==> config.mk <==
export PLATFORM = sky130hd
export DESIGN_NAME = unary_add_sched
export DESIGN_NICKNAME = d
export VERILOG_FILES = /design/src/rtl/unary_add_pkg.sv /design/src/rtl/rr_arbiter.sv /design/src/rtl/unary_add_sched.sv
export SDC_FILE = /design/constraint.sdc
export NUM_CORES = 1
export LEC_CHECK = 0
export CORE_AREA = 10 10 79 81
export DETAILED_ROUTE_END_ITERATION = 7
export DIE_AREA = 0 0 89 91
export HOLD_SLACK_MARGIN = 0.02
export SYNTH_ARGS = -nofsm -noshare
export SYNTH_HDL_FRONTEND = slang
export SYNTH_SLANG_ARGS = --single-unit
==> constraint.sdc <==
create_clock -name clk -period 2.15 [get_ports clk]
set_input_delay 0.43 -clock clk [delete_from_list [all_inputs] [get_ports clk]]
set_output_delay 0.43 -clock clk [all_outputs]
set_load 0.03 [all_outputs]
==> src/rtl/unary_add_pkg.sv <==
// Shared types and default sizing for the unary-add scheduler.
package unary_add_pkg;

   localparam int unsigned MOD_DEF    = 14;
   localparam int unsigned RD_LEN_DEF = 16;
   localparam int unsigned NREQ_DEF   = 2;

   typedef enum logic [1:0] {
      IDLE  = 2'd0,
      READ  = 2'd1,
      WRITE = 2'd2,
      DONE  = 2'd3
   } state_e;

endpackage

==> src/rtl/rr_arbiter.sv <==
// Round-robin arbiter: the lowest requesting index at or after ptr wins.
// Ports:
//   req  in  N   request vector
//   ptr  in  IW  search start index
//   gnt  out N   one-hot grant (combinational)
//   idx  out IW  index of the winner (combinational)
//   any  out 1   at least one request present (combinational)
module rr_arbiter #(
   parameter int unsigned N  = 2,
   parameter int unsigned IW = (N > 1) ? $clog2(N) : 1
) (
   input  logic [N-1:0]  req,
   input  logic [IW-1:0] ptr,
   output logic [N-1:0]  gnt,
   output logic [IW-1:0] idx,
   output logic          any
);

   logic [IW-1:0] k;

   // Walk the requesters in rotated order; first hit wins.
   always_comb begin
      gnt = '0;
      idx = '0;
      any = 1'b0;
      k   = '0;
      for (int unsigned i = 0; i < N; i++) begin
         k = IW'((32'(ptr) + i) % N);
         if (!any && req[k]) begin
            any    = 1'b1;
            idx    = k;
            gnt[k] = 1'b1;
         end
      end
   end

endmodule

==> src/rtl/unary_add_sched.sv <==
// Time-shares one unary-add core between NREQ requesters. Each transaction
// drives the core through RD_LEN read cycles, then drains it in write mode,
// counting carry pulses and dout ones for the winning requester.
// Optional feature macro: UNARY_SCHED_EARLY_EXIT_EN (leave WRITE as soon as
// the drained core reports dout==0).
// Ports:
//   clk, rst_n            clock, async active-low reset
//   req/a_in/b_in [NREQ]  per-requester request level and serial A/B streams
//   gnt [NREQ]            one-hot owner, held READ..DONE
//   rd_strobe             granted a_in/b_in consumed this cycle
//   done                  one-cycle result-valid pulse
//   res_sum, res_carry    residue and carry count of the last transaction
//   core_en/rw/a/b        core control; core_a/core_b are gated pass-through
//   core_c, core_dout     core outputs (one-cycle latency)
module unary_add_sched
   import unary_add_pkg::*;
#(
   parameter int unsigned MOD    = MOD_DEF,
   parameter int unsigned RD_LEN = RD_LEN_DEF,
   parameter int unsigned NREQ   = NREQ_DEF
) (
   input  logic                       clk,
   input  logic                       rst_n,
   input  logic [NREQ-1:0]            req,
   input  logic [NREQ-1:0]            a_in,
   input  logic [NREQ-1:0]            b_in,
   output logic [NREQ-1:0]            gnt,
   output logic                       rd_strobe,
   output logic                       done,
   output logic [$clog2(MOD)-1:0]     res_sum,
   output logic [$clog2(RD_LEN+1)-1:0] res_carry,
   output logic                       core_en,
   output logic                       core_rw,
   output logic                       core_a,
   output logic                       core_b,
   input  logic                       core_c,
   input  logic                       core_dout
);

   localparam int unsigned SW     = $clog2(MOD);
   localparam int unsigned CYW    = $clog2(RD_LEN + 1);
   localparam int unsigned PH_MAX = (RD_LEN > MOD) ? RD_LEN : MOD;
   localparam int unsigned PW     = $clog2(PH_MAX);
   localparam int unsigned IW     = (NREQ > 1) ? $clog2(NREQ) : 1;

   state_e              state_q, state_d;
   logic [PW-1:0]       phase_q, phase_d;
   logic [IW-1:0]       win_q, win_d;
   logic [IW-1:0]       ptr_q, ptr_d;
   logic [NREQ-1:0]     gnt_d;
   logic [SW-1:0]       sum_d;
   logic [CYW-1:0]      carry_d;
   logic [NREQ-1:0]     arb_gnt;
   logic [IW-1:0]       arb_idx;
   logic                arb_any;

   rr_arbiter #(.N(NREQ), .IW(IW)) u_arb (
      .req (req),
      .ptr (ptr_q),
      .gnt (arb_gnt),
      .idx (arb_idx),
      .any (arb_any)
   );

   // Only the granted stream reaches the core, and only while reading.
   assign core_a = rd_strobe & |(gnt & a_in);
   assign core_b = rd_strobe & |(gnt & b_in);

   // Next-state, phase counter and accumulators.
   always_comb begin
      state_d = state_q;
      phase_d = phase_q;
      win_d   = win_q;
      ptr_d   = ptr_q;
      gnt_d   = gnt;
      sum_d   = res_sum;
      carry_d = res_carry;
      case (state_q)
         IDLE: begin
            gnt_d = '0;
            if (arb_any) begin
               state_d = READ;
               phase_d = '0;
               win_d   = arb_idx;
               gnt_d   = arb_gnt;
               sum_d   = '0;
               carry_d = '0;
            end
         end
         READ: begin
            // core_c lags one cycle, so r=0 still shows the idle core.
            if (phase_q != '0 && core_c) carry_d = res_carry + CYW'(1);
            if (phase_q == PW'(RD_LEN - 1)) begin
               state_d = WRITE;
               phase_d = '0;
            end else begin
               phase_d = phase_q + PW'(1);
            end
         end
         WRITE: begin
            // w=0 still carries the last read cycle's C; dout lags one cycle.
            if (phase_q == '0) begin
               if (core_c) carry_d = res_carry + CYW'(1);
            end else if (core_dout) begin
               sum_d = res_sum + SW'(1);
            end
`ifdef UNARY_SCHED_EARLY_EXIT_EN
            if ((phase_q != '0 && !core_dout) || phase_q == PW'(MOD - 1)) begin
               state_d = DONE;
            end else begin
               phase_d = phase_q + PW'(1);
            end
`else
            if (phase_q == PW'(MOD - 1)) begin
               state_d = DONE;
            end else begin
               phase_d = phase_q + PW'(1);
            end
`endif
         end
         DONE: begin
            state_d = IDLE;
            gnt_d   = '0;
            ptr_d   = (win_q == IW'(NREQ - 1)) ? '0 : win_q + IW'(1);
         end
         default: state_d = IDLE;
      endcase
   end

   // State and registered outputs, decoded from the next state.
   always_ff @(posedge clk or negedge rst_n) begin
      if (!rst_n) begin
         state_q   <= IDLE;
         phase_q   <= '0;
         win_q     <= '0;
         ptr_q     <= '0;
         gnt       <= '0;
         res_sum   <= '0;
         res_carry <= '0;
         done      <= 1'b0;
         rd_strobe <= 1'b0;
         core_en   <= 1'b0;
         core_rw   <= 1'b0;
      end else begin
         state_q   <= state_d;
         phase_q   <= phase_d;
         win_q     <= win_d;
         ptr_q     <= ptr_d;
         gnt       <= gnt_d;
         res_sum   <= sum_d;
         res_carry <= carry_d;
         done      <= (state_d == DONE);
         rd_strobe <= (state_d == READ);
         core_en   <= (state_d == READ) || (state_d == WRITE);
         core_rw   <= (state_d == WRITE);
      end
   end

endmodule

* After elaboration in Yosys (flattened, before gate mapping)
Index checks and enable logic that the tools add are counted.
Widths: inputs -> output; s select.
** Cells by class
- Add/subtract/negate cells :: 5
- $lt $le $gt $ge :: 4
- Equality and inequality tests :: 15
- Mux-type cells :: 33
- Bitwise operators :: 5
- Reductions and logical operators :: 18
** Operator list (count)
- $mux 4 :: 5
- $mux 5 :: 4
- $pmux 5 s3 :: 1
- $ne 2x2->1 const B :: 7
- $mux 2 :: 6
- $pmux 4 s3 :: 1
- $mux 1 :: 11
- $add 4x1->4 const B :: 2
- $eq 2x2->1 const B :: 4
- $eq 4x4->1 const B :: 2
- $pmux 2 s4 :: 1
- $pmux 4 s2 :: 1
- $add 5x1->5 const B :: 1
- $reduce_and 5->1 :: 1
- $and 2x2->2 :: 2
- $eq 2x1->1 const B :: 2
- $logic_and 1x1->1 :: 4
- $logic_not 4->1 :: 1
- $lt 1x2->1 const B :: 2
- $pmux 2 s2 :: 1
- $reduce_and 4->1 :: 1
- $reduce_bool 2->1 :: 2
- $reduce_bool 4->1 :: 1
- $reduce_or 2->1 :: 2
- 11 further kinds :: 15
** Storage, ports and cells
- Register bits :: 23
- Input port bits :: 10
- Output and inout bits :: 17
- Logic and storage cells :: 91

* Logic depth before layout (Yosys ltp)
Gate-level depths: netlist of the first run.
- Depth in word-level cells :: 10
- Depth in mapped cells :: 8
- Depth with buffers taken out :: 7

* By module
From an unflattened synthesis of the first run, not the netlist that was laid out.
** Unflattened totals
- Cells, all modules :: 155
- Area total of the unflattened synthesis :: 1480.2 sq um
** Modules (own cells, without submodules)
- unary_add_sched :: instances 1, cells an instance 150, area an instance 1447.6 sq um
- rr_arbiter :: instances 1, cells an instance 5, area an instance 32.5 sq um

* Worst setup path after synthesis of the first run
Ideal clock, no wire load.
- Kind :: reg2reg
- From :: register state_q[0]
- To :: register core_en
- Setup time :: 0.113 ns
- Arrival :: 1.701 ns
- Slack :: 0.336 ns
- Stages on the path, launching flop included :: 9
- Path buffers :: 1
- Clock period less this slack :: 1.814 ns
- Cell sequence :: dfrtp_1 -> inv_1 -> ha_1 -> clkbuf_1 -> nand4_1 -> o21ai_0 -> o22ai_1 -> ha_1 -> inv_1
** Between the ends
- Longest elaborated chain between the ends :: 4
- Elaborated cells between the ends (all ways) :: 11
** RTL lines
- start, declared :: RTL line unary_add_sched.sv:46 : state_e state_q, state_d;
- start signal, assigned :: RTL line unary_add_sched.sv:145 : state_q <= state_d;
- $eq 2x2->1, or another cell as far along :: RTL line unary_add_sched.sv:78 : case (state_q)
- $pmux 2 s4 (*) :: RTL line unary_add_sched.sv:78
- $eq 2x1->1 or $eq 2x2->1 (tied branches) :: RTL line unary_add_sched.sv:154 : core_en <= (state_d == READ) || (state_d == WRITE);
- $logic_or 1x1->1 (*) :: RTL line unary_add_sched.sv:154
- end signal, assigned :: RTL line unary_add_sched.sv:154
- end, declared :: RTL line unary_add_sched.sv:32 : output logic core_en,
Mark *: on every way between the ends. The rest lies on a longest branch, timed or not.
A chain may end at the register's enable or synchronous reset.

* Final worst setup path of the first run
- From :: register phase_q[0]
- To :: register res_sum[1]
** Between the ends
- Longest elaborated chain between the ends :: 3
** RTL lines
- start, declared :: RTL line unary_add_sched.sv:47 : logic [PW-1:0] phase_q, phase_d;
- start signal, assigned :: RTL line unary_add_sched.sv:146 : phase_q <= phase_d;
- $logic_not 4->1 :: RTL line unary_add_sched.sv:102 : if (phase_q == '0) begin
- $ne 2x2->1 (no line)
- $reduce_and 4->1 (no line)
- end signal, assigned :: RTL line unary_add_sched.sv:150 : res_sum <= sum_d;
- end, declared :: RTL line unary_add_sched.sv:30 : output logic [$clog2(MOD)-1:0] res_sum,
Every way passes these cells.

==> results of run 1 <==
## routing by layer
layer | wire length, um | vias up
met2 | 1392 | 20
met3 | 172 | 4
met5 | 0 | -
met1 | 1479 | 532
met4 | 28 | 0
li1 | - | 569
## how the worst max path moves through the flow
stage,startpoint,endpoint,slack [ns],cells past startpoint
global placement,req[0],done$_DFF_PN0_,0.15,6
global route,state_q[1]$_DFF_PN0_,res_carry[1]$_DFFE_PN0P_,0.12,6
floorplan,state_q[0]$_DFF_PN0_,core_en$_DFF_PN0_,0.34,8
finish,phase_q[0]$_DFFE_PN0P_,res_sum[1]$_DFFE_PN0P_,0.29,6
detailed placement,req[0],rd_strobe$_DFF_PN0_,0.09,6
CTS,res_carry[2]$_DFFE_PN0P_,res_carry[2],0.28,1
## cells in the mapped netlist
cell / instances / area share, %
a21o_1: 2 / 1.1
a21oi_1: 2 / 0.72
a22o_1: 1 / 0.63
a22oi_1: 2 / 1.1
a311oi_1: 1 / 0.63
a31oi_1: 3 / 1.4
a31oi_2: 1 / 0.91
a32o_1: 2 / 1.4
buf_6: 1 / 0.82
clkbuf_1: 2 / 0.54
dfrtp_1: 23 / 42
ha_1: 15 / 14
inv_1: 14 / 3.8
mux2_2: 1 / 0.82
mux2i_1: 1 / 0.72
nand2_1: 10 / 2.7
nand2b_1: 4 / 1.8
nand3_1: 10 / 3.6
nand3b_1: 1 / 0.54
nand4_1: 2 / 0.91
nor2_1: 4 / 1.1
nor2b_1: 4 / 1.8
nor3b_1: 3 / 1.6
nor3b_4: 1 / 1.4
nor4_1: 1 / 0.45
o2111ai_1: 1 / 0.63
o211ai_1: 4 / 2.2
o21a_2: 1 / 0.63
o21ai_0: 13 / 4.7
o221ai_1: 1 / 0.63
o22ai_1: 2 / 0.91
o311a_1: 2 / 1.4
o31ai_1: 1 / 0.54
o41ai_1: 1 / 0.63
or2_2: 1 / 0.45
or3b_2: 1 / 0.63
or3b_4: 1 / 0.82
## kinds of logic after synthesis
kind of cell             count (synthesis)
AO/OA/AOI/OAI                           40
adder cells (fa/ha/maj)                 15
buffers and inverters                   17
flip-flops                              23
multiplexers                             2
AND/OR/NAND/NOR                         43
## cell type report
| type | instances | area (um2) | area share, % |
|---|---|---|---|
| multi-input cells | 100 | 734.5 | 41.72 |
| flip-flops and latches | 23 | 575.6 | 32.69 |
| repair buffers | 30 | 285.3 | 16.20 |
| well taps | 54 | 67.56 | 3.838 |
| inverters | 14 | 52.55 | 2.985 |
| clock buffers | 4 | 45.04 | 2.559 |
## cell usage in the layout, fill, tap and decap left out, drive strengths merged, types with 4 or more instances in the layout
cell / instances
a31oi: 4
buf: 6
clkbuf: 4
clkdlybuf4s50: 24
dfrtp: 23
ha: 15
inv: 14
nand2: 10
nand2b: 4
nand3: 10
nor2: 4
nor2b: 4
nor3b: 4
o211ai: 4
o21ai: 13
## power by group through the flow
| stage | clock network, mW | logic (mW) | registers, mW |
|---|---|---|---|
| 3_3_place_gp | 0 | 0.993 | 0.652 |
| 6_report | 0.264 | 0.981 | 0.644 |
| 3_5_place_dp | 0 | 0.992 | 0.656 |
| 4_1_cts | 0.278 | 0.995 | 0.647 |
| 5_1_grt | 0.295 | 1.07 | 0.662 |
| 2_1_floorplan | 0 | 0.528 | 0.769 |
## through the flow
stage | util, % | setup WS (ns)
floorplan | - | 0.3361
detailed placement | 36.81 | 0.08903
CTS | 37.77 | 0.2827
global placement | 36.81 | 0.1525
finish | 37.77 | 0.2855
global route | 37.77 | 0.1225
## state kept, by name (all words and copies together) (netlist names)
signal	count
core_rw	1
win_q	1
res_carry	5
core_en	1
gnt	2
res_sum	4
phase_q	4
rd_strobe	1
done	1
ptr_q	1
state_q	2
==> run metrics, run 1 <==
r2r setup slk between 0.2 and 0.3 ns; Placed Cells 221; Sink Count 23; DR pass1 iterations 4; initial core utilization slightly below 30%; Hold Path End ptr_q$_DFFE_PN0N_; Total Wirelength roughly 3000 um; worst reg2reg endpoint res_sum[1]$_DFFE_PN0P_; largest family of logic cells by synthesized area compound AO/OA/AOI/OAI gates; Clock power frac 14.0%; final setup vio count 0; fin crit period 1.865 ns; clk buf depth 2; Buf/Inv on CP 1; DIE AREA 8099 um2; Leak around 0.75 nW; reg2reg start phase_q[0]$_DFFE_PN0P_; via count 1125; DR WL/cell between 10 and 15 um; critical path launch point type flop; mux contribution to synthesized area under 10%; cell row count 25; Die Width about 89 um; unrepaired setup endpoints after global routing no; Fillers 464; crit-path max cell delay ~0.44 ns; met2 Use GR roughly an eighth; Nets a little under 200; # IOs 27; register area share after synthesis between 40% and 50%; Max Slew Vio Count 0; global placer's final weighted congestion slightly above 0.8; Fin. Hold Viols 0; core area approximately 4700 um2; synth unique cells 37; antenna-violating nets left 0; gr busiest metal met2; simple-gate share of the synthesized area around 18%; hold path depth 1; placed inst area approximately 1700 um2; Mapped Avg Cell Area 9.867 um2; # hold bufs at CTS 0; compound-cell area share of the yosys netlist between 20 and 25%; r2r worst-path depth 6; worst skew pair latency 0.26 ns; vias in the first global route around 1100; Crit. End Element flop; Post-CTS Repair Setup Buffers 0; yosys warns 0; total gr overflow 0; hold slack between 0.4 and 0.5 ns; Tot Pwr 1.890 mW; worst min-delay path class reg -> reg; Non-Filler Instances ~230; CTS Root Cell clkbuf_8; met3 Usage GRT between 2 and 2.5%; Die Ht 91 um; Synth Cell Area approximately 1400 um2; PwrDens approximately 1100 nW/um2; post-route cell area roughly 1800 um2; Vias per Instance approximately 5; Tot GR Track Use approximately 7.7%; first-pass GRT wire length about 5200 um; maximum net fanout on the critical path 6; Comb pwr share 51.9%; I/O Buffers 26; max-cap viol count 0; CTS tree yes; GR Util met1 about a tenth; xor/xnor cell area share of the yosys netlist 0%; CP max stage cell dfrtp_1; DR iter-0 viols 51; WP data required ~2.3 ns; ant diodes 0; Arrival @ worst endpoint around 2 ns; antenna violations before repair 0; sequential share of power between 30% and 40%; synthesis-to-finish area growth 27.45%; f_max roughly 540 MHz; Least-Margin Pin Slew ~0.46 ns; hold path start win_q$_DFFE_PN0P_; PostCTS Resize Cnt 0; switch share 42.58%; Slew HR 69.38%; total negative setup slack 0 ns; H-Tree Depth 1; period utilization 86.72%; share of cells above drive strength 1 around a tenth; DR DRC count 0; cell family with most CP delay simple AND/OR/NAND/NOR gates; Worst-path clk slew 0.08 ns; skew final roughly 0.0046 ns; VDD IR max between 0.0005 and 0.0006 V; Syn Inst Count 140; outcome finished, final reports clean; Post-Syn Nets between 150 and 200; Psw slightly above 0.8 mW; CTS buffer count 3; critical path, cell by cell inv_1 -> ha_1 -> or3b_4 -> a31oi_2 -> nand2b_1 -> o21ai_0; Internal Power between 1 and 1.5 mW; Post-Synth Adder-Cell Area 13.59%; pin count of the biggest net entering global routing 24; Synth Register Bits 23; post-DP HPWL between 2000 and 2500 um; Crit Path Category reg -> reg
(Power assumes the default switching activity.)
==> run 2: changes to the inputs <==
--- a/config.mk
+++ b/config.mk
@@ -5,10 +5,12 @@
 export SDC_FILE = /design/constraint.sdc
 export NUM_CORES = 1
 export LEC_CHECK = 0
-export CORE_AREA = 10 10 79 81
+export CORE_AREA = 10 10 63 65
+export CTS_BUF_LIST = sky130_fd_sc_hd__clkbuf_8
 export DETAILED_ROUTE_END_ITERATION = 7
-export DIE_AREA = 0 0 89 91
+export DIE_AREA = 0 0 73 75
 export HOLD_SLACK_MARGIN = 0.02
+export PLACE_DENSITY = 0.78
 export SYNTH_ARGS = -nofsm -noshare
 export SYNTH_HDL_FRONTEND = slang
 export SYNTH_SLANG_ARGS = --single-unit
==> run 2 against run 1 <==
Non-clock buffer count stayed put. Core utilization is 26 points higher. Total power is 0.24% higher. Final area is 1.6% lower. Critical path type unchanged. Largest cell class unchanged. Sequential power hardly changed. Clock skew is 0.0023 ns lower. Setup slack better by 0.0057 ns. Maximum frequency is 0.31% higher. Register-to-register slack hardly changed. Wire length is 0.46% lower. Sequential cell count stayed put.
==> run metrics, run 2 (synthesized netlist as in run 1, its figures left out) <==
max-cap viol count 0 (unchanged); H-Tree Depth 1 (unchanged); antenna violations before repair 0 (unchanged); switch share 43.03% (+0.46 points); Crit. End Element flop; critical path, cell by cell inv_1 -> ha_1 -> or3b_2 -> nand3_1 -> a31oi_1 -> o22ai_1; antenna-violating nets left 0 (unchanged); Nets 197 (unchanged); Post-CTS Repair Setup Buffers 0 (unchanged); first-pass GRT wire length 5043 um (-3.8%); core area 2710 um2 (-42%); ant diodes 0 (unchanged); Vias per Instance 5.693 (+14%); period utilization 86.46% (-0.27 points); Max Slew Vio Count 0 (unchanged); Least-Margin Pin Slew 0.4535 ns (-0.005848 ns); DIE AREA 5475 um2 (-32%); # hold bufs at CTS 0 (unchanged); final setup vio count 0 (unchanged); Slew HR 69.77% (+0.39 points); CTS tree yes; Total Wirelength 3059 um (-0.46%); Worst-path clk slew 0.08 ns (about the same); sequential share of power 34.0% (about the same); Regs by FF count res_carry x5, phase_q x4, res_sum x4; DR pass1 iterations 4 (unchanged); share of cells above drive strength 1 9.357% (unchanged); Tot GR Track Use 11.12% (+3.4 points); Die Width 73 um (-18%); f_max 538.0 MHz (+0.31%); skew final 0.002278 ns (-0.002273 ns); Crit Path Category reg -> reg; Psw 0.8151 mW (+1.3%); via count 1150 (+2.2%); PwrDens 1094 nW/um2 (+1.9%); vias in the first global route 1081 (-3.1%); # IOs 27 (unchanged); Comb pwr share 52.2% (+0.3 points); clk buf depth 2 (unchanged); gr busiest metal met2; global placer's final weighted congestion 0.8448 (+2.5%); maximum net fanout on the critical path 5 (-1); most frequent cells in the layout clkdlybuf4s50_1 (24), dfrtp_1 (23), inv_1 (15), ha_1 (15), o21ai_0 (13); VDD IR max 0.0009893 V (+76%); met2 Use GR 18.05% (+5.5 points); total gr overflow 0 (unchanged); DR DRC count 0 (unchanged); DR WL/cell 15.14 um (+11%); Most flops, register res_carry; Arrival @ worst endpoint 2.04 ns (+0.04 ns); Clock power frac 13.7% (-0.3 points); outcome finished, final reports clean; pin count of the biggest net entering global routing 24 (unchanged); CTS Root Cell clkbuf_8; cell family with most CP delay simple AND/OR/NAND/NOR gates; Leak 0.7585 nW (+0.55%); crit-path max cell delay 0.50 ns (+0.06 ns); WP data required 2.33 ns (+0.04 ns); GR Util met1 13.96% (+4.5 points); Fin. Hold Viols 0 (unchanged); worst min-delay path class reg -> reg; post-DP HPWL 2363 um (-1.6%); initial core utilization 50.97% (+21 points); PostCTS Resize Cnt 0 (unchanged); DR iter-0 viols 37 (-27%); critical path launch point type flop; Fillers 225 (-52%); total negative setup slack 0 ns (unchanged); Buf/Inv on CP 1 (unchanged); I/O Buffers 26 (unchanged); hold slack 0.4591 ns (-0.002301 ns); CP max stage cell or3b_2; commonest non-fill, non-tap cell in the layout clkdlybuf4s50_1; CTS buffer count 3 (unchanged); synthesis-to-finish area growth 25.36%; Die Ht 75 um (-18%); Largest register FFs 5 (unchanged); Internal Power 1.079 mW (-0.56%); met3 Usage GRT 3.679% (+1.3 points); Sink Count 23 (unchanged); unrepaired setup endpoints after global routing no; fin crit period 1.859 ns (-0.005743 ns); worst skew pair latency 0.26 ns (about the same); cell row count 19 (-24%)
## run 2: cell count changes in the layout (fill, tap and decap cells not counted), sizes merged
cell | previous run | this run
clkbuf | 4 | 3
inv | 14 | 15
## run 2: cell type report
class | count | area, um2 | area share, %
clock buffer | 3 | 41.29 | 2.384
clock inverter | 1 | 3.754 | 0.2168
inverter | 14 | 52.55 | 3.035
multi-input combinational | 100 | 734.5 | 42.41
sequential | 23 | 575.6 | 33.24
tap | 31 | 38.79 | 2.240
timing repair buffer | 30 | 285.3 | 16.47
## run 2: through the flow
step                      setup WS, ns  power [mW]  std cells  util, %  area (um2)
after floorplan                 0.3361       1.297        140        -        1381
after global placement          0.1593       1.617        198    62.23        1687
after detailed placement       0.08386       1.644        198    62.23        1687
after CTS                       0.2888       1.913        202    63.90        1732
after global routing            0.1537       2.045        202    63.90        1732
final                           0.2912       1.894        202    63.90        1732
## run 2: power groups by stage
| stage | Combinational [mW] | Clock [mW] | Sequential, mW |
|---|---|---|---|
| floorplan | 0.528 | 0 | 0.769 |
| global placement | 0.970 | 0 | 0.647 |
| detailed placement | 0.990 | 0 | 0.654 |
| CTS | 0.996 | 0.271 | 0.646 |
| global route | 1.09 | 0.290 | 0.664 |
| finish | 0.990 | 0.260 | 0.644 |
## run 2: per-layer routing
layer / part of all wire [%] / vias to the layer above
met1: 44 / 546
li1: - / 569
met2: 47 / 33
met5: 0 / -
met3: 8.8 / 2
met4: 0.26 / 0
## run 2: worst paths after layout
path	start	depth (start not counted)	end	slack, ns
setup / recovery	state_q[0]$_DFF_PN0_	6	phase_q[3]$_DFFE_PN0P_	0.29
hold / removal	win_q$_DFFE_PN0P_	1	ptr_q$_DFFE_PN0N_	0.46
setup reg to reg	state_q[0]$_DFF_PN0_	6	phase_q[3]$_DFFE_PN0P_	0.29
hold reg to reg	win_q$_DFFE_PN0P_	1	ptr_q$_DFFE_PN0N_	0.46
max in group asynchronous	rst_n	2	res_carry[3]$_DFFE_PN0P_	1.41
min in group asynchronous	rst_n	2	ptr_q$_DFFE_PN0N_	0.51
## run 2: worst register-to-register path, stage by stage (launching register included)
cell	delay (ns)
dfrtp_1	0.44
inv_1	0.16
ha_1	0.23
or3b_2	0.50
nand3_1	0.19
a31oi_1	0.07
o22ai_1	0.18
==> run 3: changes to the inputs <==
--- a/config.mk
+++ b/config.mk
@@ -5,12 +5,13 @@
 export SDC_FILE = /design/constraint.sdc
 export NUM_CORES = 1
 export LEC_CHECK = 0
-export CORE_AREA = 10 10 63 65
-export CTS_BUF_LIST = sky130_fd_sc_hd__clkbuf_8
+export CORE_AREA = 10 10 65 67
 export DETAILED_ROUTE_END_ITERATION = 7
-export DIE_AREA = 0 0 73 75
+export DIE_AREA = 0 0 75 77
 export HOLD_SLACK_MARGIN = 0.02
-export PLACE_DENSITY = 0.78
+export PLACE_DENSITY = 0.76
 export SYNTH_ARGS = -nofsm -noshare
 export SYNTH_HDL_FRONTEND = slang
+export SYNTH_HIERARCHICAL = 1
 export SYNTH_SLANG_ARGS = --single-unit
+export TNS_END_PERCENT = 20
==> run 3 against run 2 <==
Non-clock buffer count up 4. Sequential cell count unchanged. Synthesized cell count up 11%. Wire length up 12%. Highest routed layer unchanged. Sequential power down 3.1%. Clock skew up 0.0049 ns. First-iteration DRC count up 57%.
==> run metrics, run 3 <==
synthesis-to-finish area growth 24.68%; Vias per Instance 5.659 (-0.60%); xor/xnor cell area share of the yosys netlist 0% (unchanged); maximum net fanout on the critical path 6 (+1); yosys warns 6 (+6); Internal Power 1.050 mW (-2.7%); r2r setup slk 0.16 ns (-0.13 ns); compound-cell area share of the yosys netlist 15.81% (-4.4 points); # IOs 27 (unchanged); WP data required 2.37 ns (+0.04 ns); cell row count 20 (+1); CTS Root Cell clkbuf_4; Largest register FFs 5 (unchanged); cell family with most CP delay simple AND/OR/NAND/NOR gates; placed inst area 1818 um2 (+7.8%); largest area contributor in the netlist dfrtp_1; Post-synth EDFFs 0 (unchanged); Sink Count 23 (unchanged); max-cap viol count 0 (unchanged); outcome finished, final reports clean; Die Width 75 um (+2.7%); DR WL/cell 15.36 um (+1.4%); # hold bufs at CTS 0 (unchanged); fin crit period 1.986 ns (+0.1268 ns); worst skew pair latency 0.32 ns (+0.06 ns); most frequent cells in the layout clkdlybuf4s50_1 (24), dfrtp_1 (23), nand2_1 (15), ha_1 (15), inv_1 (13); Die Ht 77 um (+2.7%); crit-path max cell delay 0.47 ns (-0.03 ns); PostCTS Resize Cnt 0 (unchanged); Clock power frac 11.2% (-2.5 points); f_max 503.6 MHz (-6.4%); synth unique cells 43 (+16%); Mapped Avg Cell Area 9.549 um2 (-3.2%); ant diodes 0 (unchanged); antenna violations before repair 0 (unchanged); Post-Synth Adder-Cell Area 12.68% (-0.91 points); Regs by FF count res_carry x5, phase_q x4, res_sum x4; PwrDens 1009 nW/um2 (-7.8%); Buf/Inv on CP 1 (unchanged); sequential share of power 33.5% (-0.5 points); Non-Filler Instances 223 (+10%); initial core utilization 49.71% (-1.3 points); synth cell count leaders dfrtp_1 (23), ha_1 (15), nand2_1 (15); Synth Register Bits 23 (unchanged); Synth Flop Type dfrtp_1; antenna-violating nets left 0 (unchanged); CTS tree yes; unrepaired setup endpoints after global routing no; total gr overflow 0 (unchanged); VDD IR max 0.0004817 V (-51%); Syn Inst Count 155 (+11%); post-DP HPWL 2689 um (+14%); switch share 43.63% (+0.60 points); Least-Margin Pin Slew 0.3835 ns (-0.07002 ns); Arrival @ worst endpoint 2.21 ns (+0.17 ns); Worst-path clk slew 0.14 ns (+0.06 ns); Tot Pwr 1.862 mW (-1.7%); clk buf depth 2 (unchanged); simple-gate share of the synthesized area 22.15% (+4.3 points); Tot GR Track Use 12.17% (+1.1 points); Leak 0.8467 nW (+12%); core area 2978 um2 (+9.9%); worst min-delay path class in -> async; register area share after synthesis 38.88% (-2.8 points); Placed Cells 219 (+11%); commonest non-fill, non-tap cell in the layout clkdlybuf4s50_1; DR iter-0 viols 58 (+57%); Total Wirelength 3425 um (+12%); DIE AREA 5775 um2 (+5.5%); largest family of logic cells by synthesized area simple AND/OR/NAND/NOR gates; vias in the first global route 1319 (+22%); period utilization 92.35% (+5.9 points); Crit. End Element flop; CP max stage cell dfrtp_1; Post-CTS Repair Setup Buffers 0 (unchanged); mux contribution to synthesized area 5.917% (+4.4 points); critical path, cell by cell inv_1 -> ha_1 -> or3b_4 -> nor3b_4 -> o21ai_2 -> mux2_4; I/O Buffers 26 (unchanged); DR pass1 iterations 4 (unchanged); CTS buffer count 3 (unchanged); Crit Path Category reg -> reg; Worst path depth 6 (unchanged); first-pass GRT wire length 5699 um (+13%); Post-Syn Nets 180 (+9.1%); H-Tree Depth 1 (unchanged); Nets 216 (+9.6%); post-route cell area 1846 um2 (+6.6%); pin count of the biggest net entering global routing 24 (unchanged); r2r worst-path depth 6 (unchanged); DR DRC count 0 (unchanged); Fin. Hold Viols 0 (unchanged); share of cells above drive strength 1 12.63% (+3.3 points); Comb pwr share 55.2% (+3.0 points); top cells by area, synth dfrtp_1 (39%), ha_1 (13%), o21ai_0 (4.1%); global placer's final weighted congestion 0.8542 (+1.1%); Synth Cell Area 1480 um2 (+7.2%); Slew HR 74.44% (+4.7 points); final setup vio count 0 (unchanged); Post-synth ARST share 100.0% (unchanged); Most flops, register res_carry; most common cell in the synthesized netlist dfrtp_1; skew final 0.007137 ns (+0.004859 ns); via count 1262 (+9.7%); Max Slew Vio Count 0 (unchanged); critical path launch point type flop; Psw 0.8125 mW (-0.31%); Yosys top cell area share 38.88% (-2.8 points)
[run 3: metrics by stage]
stage / TNS (ns) / util [%] / hold slack (ns) / setup slack, ns
2_1_floorplan: 0 / - / 0.1344 / 0.1699
3_3_place_gp: 0 / 61.05 / 0.4269 / 0.07334
3_5_place_dp: -0.09845 / 61.05 / 0.4512 / -0.05153
4_1_cts: 0 / 61.97 / 0.4567 / 0.1679
5_1_grt: 0 / 61.97 / 0.4582 / 0.06014
6_report: 0 / 61.97 / 0.4441 / 0.1644
[run 3: final timing paths]
kind                                   startpoint                       end
setup / recovery           phase_q[0]$_DFFE_PN0P_  res_carry[0]$_DFFE_PN0P_
hold / removal                              rst_n         core_rw$_DFF_PN0_
setup reg to reg           phase_q[0]$_DFFE_PN0P_  res_carry[0]$_DFFE_PN0P_
hold reg to reg                 win_q$_DFFE_PN0P_         ptr_q$_DFFE_PN0N_
max in group asynchronous                   rst_n    phase_q[2]$_DFFE_PN0P_
min in group clk                win_q$_DFFE_PN0P_         ptr_q$_DFFE_PN0N_
[run 3: power by group through the flow]
stage / Sequential [mW] / Combinational (mW) / Clock, mW
after detailed placement: 0.633 / 1.03 / 0
after global placement: 0.618 / 0.989 / 0
after CTS: 0.625 / 1.03 / 0.213
final: 0.624 / 1.03 / 0.209
after floorplan: 0.724 / 0.560 / 0
after global routing: 0.639 / 1.13 / 0.235
[run 3: cell families after synthesis]
logic type / Yosys count
simple gates: 59
fa+ha+maj: 15
mux: 8
compound gates: 34
buf+inv: 16
flops: 23
[run 3: per-layer routing]
metal / vias up / part of all wire [%] / track usage, %
li1: 621 / - / -
met1: 602 / 40 / 12.30
met2: 31 / 53 / 21.63
met3: 8 / 4.9 / 4.118
met4: 0 / 2.4 / 5.114
met5: - / 0 / 0
[run 3: final cells by class]
| type | count | area [um2] |
|---|---|---|
| Clock buffer | 3 | 22.52 |
| Clock inverter | 1 | 5.005 |
| Fill cell | 244 | 1132 |
| Inverter | 13 | 48.80 |
| Multi-Input combinational cell | 116 | 837.1 |
| Sequential cell | 23 | 575.6 |
| Tap cell | 33 | 41.29 |
| Timing Repair Buffer | 34 | 315.3 |
